<file path="config.mk">
export PLATFORM = sky130hd
export DESIGN_NAME = sdram_burst_adapter
export DESIGN_NICKNAME = d
export VERILOG_FILES = /design/src/rtl/sdram_burst_adapter.sv
export SDC_FILE = /design/constraint.sdc
export NUM_CORES = 1
export LEC_CHECK = 0
export CORE_MARGIN = 10
export CORE_UTILIZATION = 49
export DETAILED_ROUTE_END_ITERATION = 6
export HOLD_SLACK_MARGIN = 0.15
export PLACE_DENSITY = 0.76
export SYNTH_ARGS = -nofsm -noshare
export SYNTH_HDL_FRONTEND = slang
export SYNTH_SLANG_ARGS = --single-unit
</file>
<file path="constraint.sdc">
create_clock -name clk -period 2.5 [get_ports clk]
set_input_delay 0.375 -clock clk [delete_from_list [all_inputs] [get_ports clk]]
set_output_delay 0.375 -clock clk [all_outputs]
set_load 0.005 [all_outputs]
</file>
<file path="src/rtl/sdram_burst_adapter.sv">
// sdram_burst_adapter
// Host-side front end for the 4Mx16 SDRAM controller. One read or write
// request is accepted at a time. A write burst is fully buffered before the
// write command is issued. Read beats are returned to the host with a last
// marker.
//
// Ports
//   clk, reset_n          clock, synchronous active-low reset
//   req_valid/req_ready   request handshake; req_write selects write (1) or read (0)
//   req_address           burst start word address
//   wr_valid/wr_ready     write beat handshake, wr_data = beat
//   rd_valid/rd_data      read beat (single-cycle pulse, no backpressure)
//   rd_last               marks the final beat of a complete read burst
//   busy                  an access is in progress (or controller sync pending)
//   error                 sticky: controller beat count differed from BURST_LENGTH
//   command               to controller: 0 idle, 1 write, 2 read
//   data_address          to controller: latched burst address
//   data_write            to controller: write beat selected from the buffer
//   data_read, data_read_valid, data_write_done  from controller
module sdram_burst_adapter #(
    parameter int BURST_LENGTH = 4,
    parameter int ADDR_WIDTH   = 22,
    parameter int DATA_WIDTH   = 16
) (
    input  logic                  clk,
    input  logic                  reset_n,
    input  logic                  req_valid,
    output logic                  req_ready,
    input  logic                  req_write,
    input  logic [ADDR_WIDTH-1:0] req_address,
    input  logic                  wr_valid,
    output logic                  wr_ready,
    input  logic [DATA_WIDTH-1:0] wr_data,
    output logic                  rd_valid,
    output logic [DATA_WIDTH-1:0] rd_data,
    output logic                  rd_last,
    output logic                  busy,
    output logic                  error,
    output logic [1:0]            command,
    output logic [ADDR_WIDTH-1:0] data_address,
    output logic [DATA_WIDTH-1:0] data_write,
    input  logic [DATA_WIDTH-1:0] data_read,
    input  logic                  data_read_valid,
    input  logic                  data_write_done
);

    // Counter must reach BURST_LENGTH so surplus read beats can be detected.
    localparam int CW = $clog2(BURST_LENGTH + 1);
    localparam int IW = (BURST_LENGTH > 1) ? $clog2(BURST_LENGTH) : 1;

    localparam logic [CW-1:0] CNT_ONE  = CW'(1);
    localparam logic [CW-1:0] CNT_FULL = CW'(BURST_LENGTH);
    localparam logic [CW-1:0] CNT_LAST = CW'(BURST_LENGTH - 1);
    localparam logic [IW-1:0] IDX_LAST = IW'(BURST_LENGTH - 1);

    localparam logic [1:0] CMD_IDLE  = 2'd0;
    localparam logic [1:0] CMD_WRITE = 2'd1;
    localparam logic [1:0] CMD_READ  = 2'd2;

    typedef enum logic [2:0] {
        S_SYNC,
        S_IDLE,
        S_COLLECT,
        S_ISSUE_WR,
        S_WRITING,
        S_ISSUE_RD,
        S_READING
    } state_t;

    state_t                  state_q, state_d;
    logic [CW-1:0]           cnt_q, cnt_d;
    logic [ADDR_WIDTH-1:0]   addr_q, addr_d;
    logic [1:0]              cmd_q, cmd_d;
    logic                    rd_valid_q, rd_valid_d;
    logic                    rd_last_q, rd_last_d;
    logic [DATA_WIDTH-1:0]   rd_data_q, rd_data_d;
    logic                    error_q, error_d;
    logic                    buf_we;

    // Write burst buffer: one register per beat, not reset (contents are
    // don't-care until a full burst has been collected).
    logic [BURST_LENGTH-1:0][DATA_WIDTH-1:0] wbuf_view;

    genvar gi;
    generate
        for (gi = 0; gi < BURST_LENGTH; gi++) begin : g_buf
            logic [DATA_WIDTH-1:0] ent_q, ent_d;

            always_comb begin
                ent_d = ent_q;
                if (buf_we && (cnt_q[IW-1:0] == IW'(gi))) begin
                    ent_d = wr_data;
                end
            end

            always_ff @(posedge clk) begin
                ent_q <= ent_d;
            end

            assign wbuf_view[gi] = ent_q;
        end
    endgenerate

    // Write data look-ahead: while data_write_done is high the controller is
    // sampling the next beat, so present buf[cnt + done], clamped to the last.
    logic [CW:0]   wsum;
    logic [IW-1:0] widx;

    always_comb begin
        wsum = {1'b0, cnt_q} + {{CW{1'b0}}, data_write_done};
        widx = '0;
        if (state_q == S_ISSUE_WR || state_q == S_WRITING) begin
            if (wsum >= {1'b0, CNT_LAST}) begin
                widx = IDX_LAST;
            end else begin
                widx = wsum[IW-1:0];
            end
        end
    end

    assign data_write = wbuf_view[widx];

    always_comb begin
        state_d    = state_q;
        cnt_d      = cnt_q;
        addr_d     = addr_q;
        cmd_d      = cmd_q;
        rd_valid_d = 1'b0;
        rd_last_d  = 1'b0;
        rd_data_d  = rd_data_q;
        error_d    = error_q;
        buf_we     = 1'b0;

        case (state_q)
            // The controller has no reset: wait until it is visibly quiet.
            S_SYNC: begin
                if (!data_write_done && !data_read_valid) begin
                    state_d = S_IDLE;
                end
            end

            S_IDLE: begin
                if (req_valid) begin
                    addr_d = req_address;
                    cnt_d  = '0;
                    if (req_write) begin
                        state_d = S_COLLECT;
                    end else begin
                        state_d = S_ISSUE_RD;
                        cmd_d   = CMD_READ;
                    end
                end
            end

            S_COLLECT: begin
                if (wr_valid) begin
                    buf_we = 1'b1;
                    if (cnt_q == CNT_LAST) begin
                        state_d = S_ISSUE_WR;
                        cmd_d   = CMD_WRITE;
                        cnt_d   = '0;
                    end else begin
                        cnt_d = cnt_q + CNT_ONE;
                    end
                end
            end

            // Command is dropped on the first done so the controller cannot
            // start a second burst when it returns to idle.
            S_ISSUE_WR: begin
                if (data_write_done) begin
                    cmd_d   = CMD_IDLE;
                    cnt_d   = CNT_ONE;
                    state_d = S_WRITING;
                end
            end

            S_WRITING: begin
                if (data_write_done) begin
                    if (cnt_q != CNT_FULL) begin
                        cnt_d = cnt_q + CNT_ONE;
                    end
                end else begin
                    state_d = S_IDLE;
                end
            end

            S_ISSUE_RD: begin
                if (data_read_valid) begin
                    cmd_d      = CMD_IDLE;
                    state_d    = S_READING;
                    rd_valid_d = 1'b1;
                    rd_data_d  = data_read;
                    rd_last_d  = (cnt_q == CNT_LAST);
                    cnt_d      = cnt_q + CNT_ONE;
                end
            end

            S_READING: begin
                if (data_read_valid) begin
                    if (cnt_q < CNT_FULL) begin
                        rd_valid_d = 1'b1;
                        rd_data_d  = data_read;
                        rd_last_d  = (cnt_q == CNT_LAST);
                        cnt_d      = cnt_q + CNT_ONE;
                    end else begin
                        // Surplus beat from the controller: dropped.
                        error_d = 1'b1;
                    end
                end else begin
                    state_d = S_IDLE;
                    if (cnt_q < CNT_FULL) begin
                        // Short burst: no rd_last was ever produced.
                        error_d = 1'b1;
                    end
                end
            end

            default: begin
                state_d = S_SYNC;
                cmd_d   = CMD_IDLE;
            end
        endcase
    end

    always_ff @(posedge clk) begin
        if (!reset_n) begin
            state_q    <= S_SYNC;
            cnt_q      <= '0;
            addr_q     <= '0;
            cmd_q      <= CMD_IDLE;
            rd_valid_q <= 1'b0;
            rd_last_q  <= 1'b0;
            rd_data_q  <= '0;
            error_q    <= 1'b0;
        end else begin
            state_q    <= state_d;
            cnt_q      <= cnt_d;
            addr_q     <= addr_d;
            cmd_q      <= cmd_d;
            rd_valid_q <= rd_valid_d;
            rd_last_q  <= rd_last_d;
            rd_data_q  <= rd_data_d;
            error_q    <= error_d;
        end
    end

    assign req_ready    = (state_q == S_IDLE);
    assign wr_ready     = (state_q == S_COLLECT);
    assign busy         = (state_q != S_IDLE);
    assign command      = cmd_q;
    assign data_address = addr_q;
    assign rd_valid     = rd_valid_q;
    assign rd_last      = rd_last_q;
    assign rd_data      = rd_data_q;
    assign error        = error_q;

endmodule

</file>
Yosys cells after proc, flatten, opt, wreduce, memory -nomap -nowiden
Index checks and enable logic that the tools add are counted.

word-level totals
  register bits = 113
  latch bits = 0
  bits in writable memories = 0
  memory bits (read-only) = 0
  output and inout port bits = 62
  word-level logic and storage cells = 112
  memories = 0

operators by class
  add/subtract/negate cells = 2
  multipliers = 0
  divide/modulo/power cells = 0
  order comparisons = 3
  equality and inequality tests = 26
  shifts and indexed selects = 0
  mux-type cells = 48
  bitwise logic cells = 1
  reduce and logical (&&, ||, !) cells = 20

operator list
  cell                                                               number
  two-way mux 16 bit                                                 4
  two-way mux 3 bit                                                  18
  binary-select mux 16 bit (select 2 bit)                            1
  case mux 16 bit (2 select lines)                                   1
  != test 2 bit, second input constant                               12
  case mux 3 bit (7 select lines)                                    1
  case mux 3 bit (6 select lines)                                    1
  two-way mux 2 bit                                                  8
  two-way mux 1 bit                                                  11
  case mux 2 bit (5 select lines)                                    1
  == test 3 x 2 -> 1 bit, second input constant                      3
  == test 3 bit, second input constant                               3
  AND reduction 9 bit                                                1
  AND reduction 8 bit                                                1
  AND reduction 7 bit                                                1
  nonzero test 6 bit                                                 1
  logical AND 1 bit                                                  5
  adder 3 x 1 -> 4 bit                                               1
  == test 2 bit, second input constant                               2
  greater-or-equal comparator 4 x 2 -> 1 bit, second input constant  1
  != test 2 x 1 -> 1 bit, second input constant                      2
  case mux 1 bit (2 select lines)                                    2
  AND reduction 4 bit                                                1
  nonzero test 2 bit                                                 2
  15 further kinds                                                   16

Logic depth before layout (Yosys ltp)
  depth in word-level cells = 6
  depth in mapped cells = 8
  gate-level depth less buffers = 7

Least setup slack after synthesis
No wires, ideal clock.

  path kind = input to output
  start = input port data_write_done
  end = output port data_write[10]
  arrival time = 1840 ps
  required time = 2125 ps
  setup slack = 285 ps
  cell stages on the path = 8
  cells stage by stage = ha_1 > ha_1 > a21boi_0 > a21oi_1 > nor2_2 > buf_8 > mux2i_1 > mux2i_1

between the ends
  longest elaborated chain between the ends = 6

ends and longest elaborated chain
  what                                          line  text
  start: declaration                            44    input logic data_write_done
  adder 3 x 1 -> 4 bit (*)                      110   wsum = {1'b0, cnt_q} + {{CW{1'b0}}, data_write_done};
  greater-or-equal comparator 4 x 2 -> 1 bit    113   if (wsum >= {1'b0, CNT_LAST}) begin
  two-way mux 2 bit (*)                         113
  two-way mux 2 bit (*)                         112   if (state_q == S_ISSUE_WR || state_q == S_WRITING) begin
  binary-select mux 16 bit (select 2 bit) (*)   121   assign data_write = wbuf_view[widx];
  two-way mux 16 bit (implied by the code) (*)  121
  end: declaration                              41    output logic [DATA_WIDTH-1:0] data_write,

Every way passes the cells marked *; elsewhere a longest branch is shown, timed or not. The select of a mux whose other input is x is not followed.

Worst setup path in the final report
  start = register cnt_q[0]
  end = output port data_write[14]

between the ends
  longest elaborated chain between the ends = 6

ends and longest elaborated chain
  what                                          line  text
  start: declaration                            71    logic [CW-1:0] cnt_q, cnt_d;
  start signal: assignment                      238   cnt_q <= cnt_d;
  adder 3 x 1 -> 4 bit (*)                      110
  greater-or-equal comparator 4 x 2 -> 1 bit    113
  two-way mux 2 bit (*)                         113
  two-way mux 2 bit (*)                         112
  binary-select mux 16 bit (select 2 bit) (*)   121
  two-way mux 16 bit (implied by the code) (*)  121

Marks and branches as above.

==> flow_metrics.tcl <==
set metrics [dict create \
    ioPinCount 123 \
    vdd_ir_drop_max_mv 0.592 \
    io_buffers 122 \
    rr_worst_depth 6 \
    synth_top_cell_by_area "edfxtp_1" \
    rr_endpoint "data_address[12]$_SDFFE_PN0P_" \
    finalPower_mw 6.09 \
    fin_crit_ps 2620 \
    dp_hpwl_mm 8.23 \
    setup_viol 16 \
    drt-wirelength-per-cell_um 17.5 \
    insertion_delay_ps 530 \
    hold_buffers 0 \
    start_util_pct 49.9 \
    antenna_found_initial 0 \
    diodes 0 \
    p_per_area_mw_per_mm2 884 \
    swShare_pct 27.8 \
    maxClockFrequency_ghz 0.382 \
    ant_nets 0 \
    seqPwrFrac_pct 35.6 \
    grtUsageMet3_pct 11.4 \
    grt_pass1_vias 3775 \
    p_clk_share_pct 38.7 \
    avgSynthCellArea_um2 12.7 \
    total_leakage_power_nw 2.69 \
    power_frac_comb_pct 25.7 \
    top_usage_layer "met2" \
    synth_area_mm2 0.00483 \
    violations "setup timing" \
    syn-num-nets 451 \
    area_delta_synth_final_pct 42.6 \
    drive_gt1_share_pct 16.5 \
    drt-total-wl_mm 11.8 \
    vias 3437 \
    cts.path.max_buffers 2 \
    grt_max_degree 53 \
    critPathLaunchType "flip-flop" \
    routabilityCongestion 0.794 \
    end_kind "primary output" \
    firstDrtPassIters 5 \
    globalRouteOverflowTotal 0 \
    clock-sinks 113 \
    fin_skew_ps 8.97 \
    finalHoldViolCount 0 \
    critPathKind "flip-flop to primary output" \
    synthCells 381 \
    worst_pin_slew_ps 725 \
    die_x_um 119 \
    placedCellCount 640 \
    numCtsBuffers 17 \
    status "finished, violations left" \
    rsz0062_at_grt "true" \
    utilization_pct 71.1 \
    cts_tree "yes" \
    whs_ps 408 \
    min_period_over_period_pct 105 \
    path_clk_slew_ps 50 \
    grtUsageMet1_pct 17.8 \
    clockRootBuffer "clkbuf_8" \
    holdCritStartpoint "req_address[17]" \
    synth_area_leaders "edfxtp_1 40%, dfxtp_1 20%, mux2i_1 14%" \
    yosysWarnings 0 \
    synth-async-reset-ratio_pct 0 \
    slew_headroom_pct 51.6 \
    nNetsFinal 597 \
    slew_violations 0 \
    synth_top_cell_area_share_pct 39.8 \
    internal_power_mw 4.40 \
    hold_depth 3 \
    die-height_um 119 \
    grt.total_usage_pct 17.0 \
    synth_edf_count 64 \
    setup_ws_ps -115 \
    fp.dieArea_mm2 0.0142 \
    net-switching-power_mw 1.69 \
    rows 36 \
    drc 0 \
    r2r_slack_ps 650 \
    ys_seq_area_share_pct 60.1 \
    synth_ff_type "edfxtp_1" \
    post-place-ws_ps -812 \
    grt_pass1_wl_mm 19.1 \
    critPathArrivalTime_ps 2240 \
    drt_iter0_markers 179 \
    synth_cell_types 49 \
    core_area_mm2 0.00968 \
    fin_cells 673 \
    fillers 694 \
    synth_seq_cells 113 \
    hp-class "input port to flip-flop" \
    met2_usage_pct 26.9 \
    whs_endpoint "data_address[17]$_SDFFE_PN0P_" \
    timing.rr.start "state_q[0]$_SDFFE_PN0P_" \
    vias_per_cell 5.11 \
    required_ps 2120 \
    critPathMaxFanout 8 \
    cap_violations 0 \
    cts.htree.levels 4 \
]
## worst max path at each step
stage	depth (start not counted)	to	start
detailed placement	10	data_write[14]	data_write_done
finish	9	data_write[14]	cnt_q[0]$_SDFFE_PN0P_
CTS	9	data_write[7]	cnt_q[0]$_SDFFE_PN0P_
global placement	10	data_write[3]	data_write_done
floorplan	8	data_write[10]	data_write_done
global route	9	data_write[14]	cnt_q[0]$_SDFFE_PN0P_
## layer usage
layer | wire, um | vias to the layer above | part of all wire, %
met1 | 4670 | 1617 | 40
met2 | 5410 | 140 | 46
met5 | 0 | - | 0
met4 | 129 | 0 | 1.1
li1 | - | 1669 | -
met3 | 1540 | 11 | 13
## power groups by stage
stage / logic (mW) / clock network, mW / registers, mW
final: 1.57 / 2.36 / 2.17
after global routing: 1.72 / 2.50 / 2.18
after CTS: 1.57 / 2.40 / 2.17
after detailed placement: 1.57 / 0 / 2.20
after global placement: 1.53 / 0 / 2.19
after floorplan: 0.909 / 0 / 2.20
## area by class of cell
type	count	area [um2]	share of cell area, %
Clock buffer	19	422	6.12
Clock inverter	13	161	2.34
Inverter	9	37.5	0.545
Multi-Input combinational cell	238	1810	26.3
Sequential cell	113	2900	42.2
Tap cell	133	166	2.42
Timing Repair Buffer	148	1390	20.1
## cell families (layout without fill, tap and decap cells)
group | Yosys count | count (layout) | share of synthesized area (%)
buf+inv | 30 | 189 | 3.60
flops | 113 | 113 | 60.1
simple gates | 98 | 98 | 9.84
fa+ha+maj | 9 | 9 | 2.33
compound gates | 64 | 64 | 10.2
mux | 67 | 67 | 13.9
## state kept, by name, summed over array words and instances, names as in the netlist
name	flops
g_buf.ent_q	64
data_address	22
rd_data	16
cnt_q	3
state_q	3
command	2
error	1
rd_last	1
rd_valid	1
## synth_stat cells (all sizes together), types with 6 or more instances
cell	instances
mux2i	67
edfxtp	64
nand2	57
dfxtp	49
a21boi	23
nor2b	19
clkbuf	12
a21oi	9
buf	9
ha	9
inv	9
o21ai	7
and3	6
## per-stage QoR
step / cell area, um2 / setup TNS, ps
6_report: 6890 / -1150
5_1_grt: 6890 / -3060
4_1_cts: 6870 / -1840
3_5_place_dp: 6290 / -12260
3_3_place_gp: 6290 / -11390
2_1_floorplan: 4830 / 0
## placed cells by master, fill, tap and decap left out, types with 2 or more instances in the layout
master,n
nand2b_1,4
nor2b_1,19
buf_2,16
clkinvlp_4,4
mux2i_2,2
ha_1,7
bufinv_16,3
buf_4,19
buf_12,2
a31oi_1,2
clkbuf_1,2
o211ai_1,2
nor2_1,2
clkinv_4,2
a21oi_1,7
clkinv_2,2
o21ai_0,4
o21a_1,3
o21ai_2,2
a21boi_0,22
mux2i_1,65
and3_1,6
clkbuf_16,16
inv_1,7
ha_4,2
o211a_1,3
nand2_1,56
a21oi_4,2
a22oi_1,2
inv_6,2
edfxtp_1,64
dfxtp_1,48
nor2_2,3
buf_6,4
clkdlybuf4s50_1,104
nor3b_1,2
## worst max-delay path: stages, from the launching register on
cell and delay (ps):
dfxtp_2 350, ha_4 140, ha_4 120, a21boi_4 180
a21oi_4 90, o21ai_4 200, buf_8 180, mux2i_2 210
mux2i_1 100, buf_2 140
## timing repair
item                                    CTS  global route
endpoints found under the setup margin   17            19
resized for setup                        81             7
pin swaps                                 2             1
buffers inserted                          1             0
No activity file was read; power rests on OpenSTA's default activity.
